===== config.mk =====
export PLATFORM = sky130hd
export DESIGN_NAME = tof_stim_gen
export DESIGN_NICKNAME = d
export VERILOG_FILES = /design/src/rtl/tof_stim_gen_pkg.sv /design/src/rtl/tof_phase_cnt.sv /design/src/rtl/tof_stim_gen.sv
export SDC_FILE = /design/constraint.sdc
export NUM_CORES = 1
export LEC_CHECK = 0
export ABC_CLOCK_PERIOD_IN_PS = 4400
export CAP_MARGIN = 20
export CORE_MARGIN = 2
export CORE_UTILIZATION = 45
export CTS_BUF_LIST = sky130_fd_sc_hd__clkbuf_4 sky130_fd_sc_hd__clkbuf_8 sky130_fd_sc_hd__clkbuf_16
export DETAILED_ROUTE_END_ITERATION = 10
export SLEW_MARGIN = 30
export SYNTH_ARGS = -nofsm -noshare
export SYNTH_HDL_FRONTEND = slang
export SYNTH_SLANG_ARGS = --single-unit

===== constraint.sdc =====
create_clock -name clk -period 4.4 [get_ports clk]
set_input_delay 0.44 -clock clk [delete_from_list [all_inputs] [get_ports clk]]
set_output_delay 0.44 -clock clk [all_outputs]
set_load 0.05 [all_outputs]

===== src/rtl/tof_stim_gen_pkg.sv =====
// Shared constants for the TOF stimulus generator: FSM encodings,
// default field widths and the power-up configuration.
package tof_stim_gen_pkg;

    localparam int DEF_W  = 8;
    localparam int DEF_FW = 8;

    localparam logic [1:0] ST_IDLE = 2'd0;
    localparam logic [1:0] ST_RUN  = 2'd1;
    localparam logic [1:0] ST_TAIL = 2'd2;

    localparam int H_RST = 1;
    localparam int D_RST = 0;
    localparam int F_RST = 1;

endpackage


===== src/rtl/tof_phase_cnt.sv =====
// Loadable modulo-2H phase counter. Reports when it sits on its last
// phase (2H-1) and whether its next value lies in the high half (< H),
// so the parent can register square-wave outputs without extra latency.
module tof_phase_cnt
    import tof_stim_gen_pkg::*;
#(
    parameter int W = DEF_W
) (
    input  logic         clk,
    input  logic         reset_L,
    input  logic [W-1:0] half,
    input  logic         load,
    input  logic [W:0]   load_val,
    input  logic         en,
    output logic         at_top,
    output logic         high_next
);

    localparam logic [W:0] ONE = (W+1)'(1);

    logic [W:0] count;
    logic [W:0] count_next;
    logic [W:0] top_val;

    assign top_val = {half, 1'b0} - ONE;
    assign at_top  = (count == top_val);

    // Next phase: a load wins, otherwise step and wrap after 2H-1
    always_comb begin
        count_next = count;
        if (load) begin
            count_next = load_val;
        end else if (en) begin
            count_next = at_top ? '0 : count + ONE;
        end
    end

    assign high_next = (count_next < {1'b0, half});

    // Phase register
    always_ff @(posedge clk) begin
        if (!reset_L) begin
            count <= '0;
        end else begin
            count <= count_next;
        end
    end

endmodule


===== src/rtl/tof_stim_gen.sv =====
// Two-channel edge generator: X1 is a square wave of half-period H and X2
// is the same wave delayed by D cycles. Runs last F frames (0 = forever),
// followed by a D-cycle tail that flushes the delayed copy of the last frame.
module tof_stim_gen
    import tof_stim_gen_pkg::*;
#(
    parameter int W  = DEF_W,
    parameter int FW = DEF_FW
) (
    input  logic          clk,
    input  logic          reset_L,
    input  logic          load,
    input  logic [W-1:0]  H_in,
    input  logic [W:0]    D_in,
    input  logic [FW-1:0] frames_in,
    input  logic          start,
    input  logic          stop,
    output logic          X1,
    output logic          X2,
    output logic          busy,
    output logic          done,
    output logic          cfg_err
);

    localparam logic [W:0]    ONE_D = (W+1)'(1);
    localparam logic [FW-1:0] ONE_F = FW'(1);

    logic [1:0]    state;
    logic [W-1:0]  h_reg;
    logic [W:0]    d_reg;
    logic [FW-1:0] f_reg;
    logic [FW-1:0] tally;
    logic [W:0]    prime;
    logic          x1_q;
    logic          x2_q;
    logic          busy_q;
    logic          done_q;
    logic          cfg_err_q;

    logic [W:0]    two_h;
    logic [W:0]    ph2_init;
    logic [FW-1:0] tally_inc;
    logic          cfg_valid;
    logic          take_start;
    logic          take_load;
    logic          last_frame;
    logic          primed_next;
    logic          cnt_en;
    logic          ph2_en;
    logic          cnt_top;
    logic          cnt_hi_next;
    logic          ph2_top;
    logic          ph2_hi_next;

    assign two_h       = {h_reg, 1'b0};
    assign cfg_valid   = (h_reg != '0) && (d_reg < two_h);
    assign ph2_init    = (d_reg == '0) ? '0 : two_h - d_reg;
    assign take_start  = (state == ST_IDLE) && start && !stop && cfg_valid;
    assign take_load   = (state == ST_IDLE) && load && !take_start;
    assign tally_inc   = tally + ONE_F;
    assign last_frame  = cnt_top && (f_reg != '0) && (tally_inc == f_reg);
    assign primed_next = (prime == d_reg) || ((prime + ONE_D) == d_reg);
    assign cnt_en      = (state == ST_RUN);
    assign ph2_en      = (state == ST_RUN) || (state == ST_TAIL);

    tof_phase_cnt #(.W(W)) u_cnt (
        .clk       (clk),
        .reset_L   (reset_L),
        .half      (h_reg),
        .load      (take_start),
        .load_val  ('0),
        .en        (cnt_en),
        .at_top    (cnt_top),
        .high_next (cnt_hi_next)
    );

    tof_phase_cnt #(.W(W)) u_ph2 (
        .clk       (clk),
        .reset_L   (reset_L),
        .half      (h_reg),
        .load      (take_start),
        .load_val  (ph2_init),
        .en        (ph2_en),
        .at_top    (ph2_top),
        .high_next (ph2_hi_next)
    );

    // Host config registers, writable only while idle and not starting
    always_ff @(posedge clk) begin
        if (!reset_L) begin
            h_reg <= W'(H_RST);
            d_reg <= (W+1)'(D_RST);
            f_reg <= FW'(F_RST);
        end else if (take_load) begin
            h_reg <= H_in;
            d_reg <= D_in;
            f_reg <= frames_in;
        end
    end

    // Run FSM with registered outputs computed from the counters' next phase
    always_ff @(posedge clk) begin
        if (!reset_L) begin
            state     <= ST_IDLE;
            tally     <= '0;
            prime     <= '0;
            x1_q      <= 1'b0;
            x2_q      <= 1'b0;
            busy_q    <= 1'b0;
            done_q    <= 1'b0;
            cfg_err_q <= 1'b0;
        end else begin
            done_q    <= 1'b0;
            cfg_err_q <= 1'b0;
            if (stop) begin
                state  <= ST_IDLE;
                x1_q   <= 1'b0;
                x2_q   <= 1'b0;
                busy_q <= 1'b0;
            end else begin
                case (state)
                    ST_IDLE: begin
                        if (take_start) begin
                            state  <= ST_RUN;
                            tally  <= '0;
                            prime  <= '0;
                            x1_q   <= cnt_hi_next;
                            x2_q   <= (d_reg == '0) && ph2_hi_next;
                            busy_q <= 1'b1;
                        end else if (start) begin
                            cfg_err_q <= 1'b1;
                        end
                    end
                    ST_RUN: begin
                        if (last_frame) begin
                            x1_q <= 1'b0;
                            if (d_reg == '0) begin
                                state  <= ST_IDLE;
                                x2_q   <= 1'b0;
                                busy_q <= 1'b0;
                                done_q <= 1'b1;
                            end else begin
                                state <= ST_TAIL;
                                x2_q  <= ph2_hi_next;
                            end
                        end else begin
                            if (cnt_top) begin
                                tally <= tally_inc;
                            end
                            if (prime != d_reg) begin
                                prime <= prime + ONE_D;
                            end
                            x1_q <= cnt_hi_next;
                            x2_q <= primed_next && ph2_hi_next;
                        end
                    end
                    ST_TAIL: begin
                        if (ph2_top) begin
                            state  <= ST_IDLE;
                            x2_q   <= 1'b0;
                            busy_q <= 1'b0;
                            done_q <= 1'b1;
                        end else begin
                            x2_q <= ph2_hi_next;
                        end
                    end
                    default: begin
                        state  <= ST_IDLE;
                        x1_q   <= 1'b0;
                        x2_q   <= 1'b0;
                        busy_q <= 1'b0;
                    end
                endcase
            end
        end
    end

    assign X1      = x1_q;
    assign X2      = x2_q;
    assign busy    = busy_q;
    assign done    = done_q;
    assign cfg_err = cfg_err_q;

endmodule


==> impl_results.md <==
- DRC: 0
- Post-synthesis adder-cell area fraction: 0.0890
- H-tree depth: 3
- Synth Net Count: 695
- Crit path buffers/inverters: 1
- Initial drt markers: 300
- First-pass GRT wire length: roughly 22 mm
- CTS Root Cell: clkbuf_8
- CP cell instances: inv_1 > ha_1 > nor3b_2 > and3_1 > o211ai_1 > nor4_4 > nand2b_1 > nand2_1 > a22oi_1 > nor2_1 > ha_1 > nand3_1 > o21ai_0 > a21oi_1 > a21oi_1 > or4_1 > a21oi_1
- PwrDens: 345 nW/um^2
- Worst skew pair latency: 0.38 ns
- Commonest cells post-synth: 93 x nand2_1, 67 x dfxtp_1, 55 x a21oi_1
- Post-CTS setup repair buffer count: 0
- Cell count after synthesis: ~630
- Routed wire per std cell: 16.7 um
- Seq. cell area: between 1000 and 1500 um^2
- EDFF count, synth: 0
- Num rows: 37
- HP Class: reg2reg
- Largest net degree at the start of global routing: 20
- Mapped cell area: ~4900 um^2
- GRT Total Usage: 0.240
- Mux share of post-synthesis cell area: 0.00643
- Final min period: around 4 ns
- Flops & latches, synth: 67
- Asr flop ratio synth: 0
- Post-CTS sizing: 0
- Max Cap Viol: 0
- Area delta synth->final: 13.0%
- Reg2reg setup slack: 0.46 ns
- CP Max Fanout: 7
- Pleak: between 2 and 2.5 nW
- CP top delay family: simple AND/OR/NAND/NOR gates
- CTS buffer count: 9
- Fin. max-slew vios: 0
- Final TNS setup: 0 ns
- Multi-input logic area: approximately 3300 um^2
- Largest stage delay, worst path: between 0.4 and 0.5 ns
- Synth warn: 0
- DR pass1 iterations: 4
- Critical-path top delay cell: nor4_4
- Synth Area in Simple Gates: 0.243
- Top post-synthesis cells by area: dfxtp_1 28%, ha_1 8.5%, nand2_1 7.2%
- N_diodes: 0
- Clock tree buffer depth: 2
- Most used DFF post-synth: dfxtp_1
- Clk slew on worst S/H paths: ~0.080 ns
- Startpoint class of the critical path: flop
- CP most frequent cell: a21oi_1
- Core area: around 10000 um^2
- Maximum vdd drop: between 0.15 and 0.2 mV
- Die ar.: around 12000 um^2
- Setup Skew: ~0.015 ns
- Min Hold Slack: between 0.4 and 0.5 ns
- Worst endpoint required time: around 4.7 ns
- Worst setup EP type: flop
- Fraction of layout cells with a size suffix above 1: 0.0721
- Period Utilization, post-route: 0.896
- CTS Sinks: 67
- RSZ-0062 raised after global routing: false
- Initial antenna violation count: 0
- Vias in the first global route: between 4000 and 5000
- Syn Area/Cell: 7.71 um^2
- Fin. Hold Viols: 0
- Post-Synth XOR/XNOR Area: 0.110
- Detailed Place HPWL: 10.0 mm
- Ports: 35
- Final Wtd Congestion: between 0.9 and 1
- IO Port Bufs: 34
- DRT Wirelength: about 13 mm
- Synth Area in Compound Gates: 0.219
- Kind of critical path: reg2reg
- Area leader, netlist: dfxtp_1
- Grt ovf: 0
- Synth cell types: 70
- Status: completed
- Vias: approximately 4600
- CTS tree: yes
- Initial core utilization: 0.467
- Antenna viol nets, final: 0
- Combinational family with the most area after synthesis: simple AND/OR/NAND/NOR gates
- Die Width: about 110 um
- Die H: roughly 110 um
- Seq/Total Area, Yosys: 0.276
- Via density per instance: between 5 and 6
- Layout fillers: between 1000 and 1500
- Hold buffers post-CTS: 0
- Setup violations, final: 0
- NumNets Final: about 710
- Most common cell in the netlist: nand2_1
- Slew headroom: 0.574
- Top cell type's share of synthesized area: 0.276
- Critical Path AT: ~4.3 ns
- Fmax: ~250 MHz
- Worst slew pin tran: approximately 0.63 ns
[layout make-up]
cell class                      instances  share of cell area
Tap cell                              136              0.0310
Inverter                               24              0.0164
Sequential cell                        67               0.244
Timing Repair Buffer                   43              0.0742
Clock buffer                           11              0.0276
Multi-Input combinational cell        503               0.593
Clock inverter                          4              0.0134
[metrics by stage]
step	utilization	cells	power, mW	worst slack, ns	area [um^2]
after detailed placement	0.505	773	1.30	0.367	5260
after floorplan	-	631	1.14	0.774	4860
after CTS	0.526	788	1.90	0.315	5480
after global placement	0.505	773	1.29	0.493	5260
after global routing	0.527	788	2.01	0.0833	5490
final	0.527	788	1.90	0.457	5490
[where the power goes]
group | switching (mW) | internal (mW) | leakage (nW)
Clock | 0.253 | 0.347 | 0.115
Sequential | 0.0576 | 0.643 | 0.545
Combinational | 0.346 | 0.251 | 1.51
Total | 0.656 | 1.24 | 2.17
[worst min-delay path: cells and delay by family (launching register included)]
family,cells,cell delay (ns)
mux,1,0.05
flops,1,0.32
simple gates,1,0.05
[logic make-up after synthesis]
| kind of cell | Yosys count |
|---|---|
| AND/OR/NAND/NOR | 238 |
| AO/OA/AOI/OAI | 167 |
| flip-flops | 67 |
| XOR/XNOR | 61 |
| buffers and inverters | 61 |
| adder cells (fa/ha/maj) | 34 |
| multiplexers | 3 |
[layout by cell type (no fill, tap or decap), types with 9 or more instances in the layout]
| cell | Yosys | final |
|---|---|---|
| nand2_1 | 93 | 93 |
| dfxtp_1 | 67 | 66 |
| a21oi_1 | 55 | 55 |
| xnor2_1 | 36 | 36 |
| nor2_1 | 35 | 35 |
| clkdlybuf4s50_1 | 0 | 34 |
| ha_1 | 33 | 33 |
| o21ai_0 | 31 | 31 |
| nand3_1 | 27 | 27 |
| xor2_1 | 25 | 25 |
| inv_1 | 23 | 23 |
| nand4_1 | 14 | 14 |
| nor3_1 | 13 | 13 |
| o31ai_1 | 11 | 11 |
| clkbuf_8 | 2 | 11 |
| a21o_1 | 10 | 10 |
| a31oi_1 | 9 | 9 |
| o22ai_1 | 9 | 9 |
| buf_4 | 2 | 9 |
[worst paths after layout]
| kind | startpoint | endpoint | depth (start not counted) |
|---|---|---|---|
| worst min register to register | busy$_SDFFE_PP0P_ | busy$_SDFFE_PP0P_ | 2 |
| worst max-delay path | h_reg[1]$_SDFFE_PN0P_ | X1$_SDFFE_PP0P_ | 17 |
| worst min-delay path | busy$_SDFFE_PP0P_ | busy$_SDFFE_PP0P_ | 2 |
| worst max register to register | h_reg[1]$_SDFFE_PN0P_ | X1$_SDFFE_PP0P_ | 17 |
[layer usage]
layer | GRT usage | wire, um | vias up
li1 | - | - | 2279
met1 | 0.322 | 6110 | 2124
met2 | 0.373 | 5980 | 134
met3 | 0.0362 | 658 | 33
met4 | 0.121 | 436 | 0
met5 | 0 | 0 | -
Power figures use the tool's default switching activity.
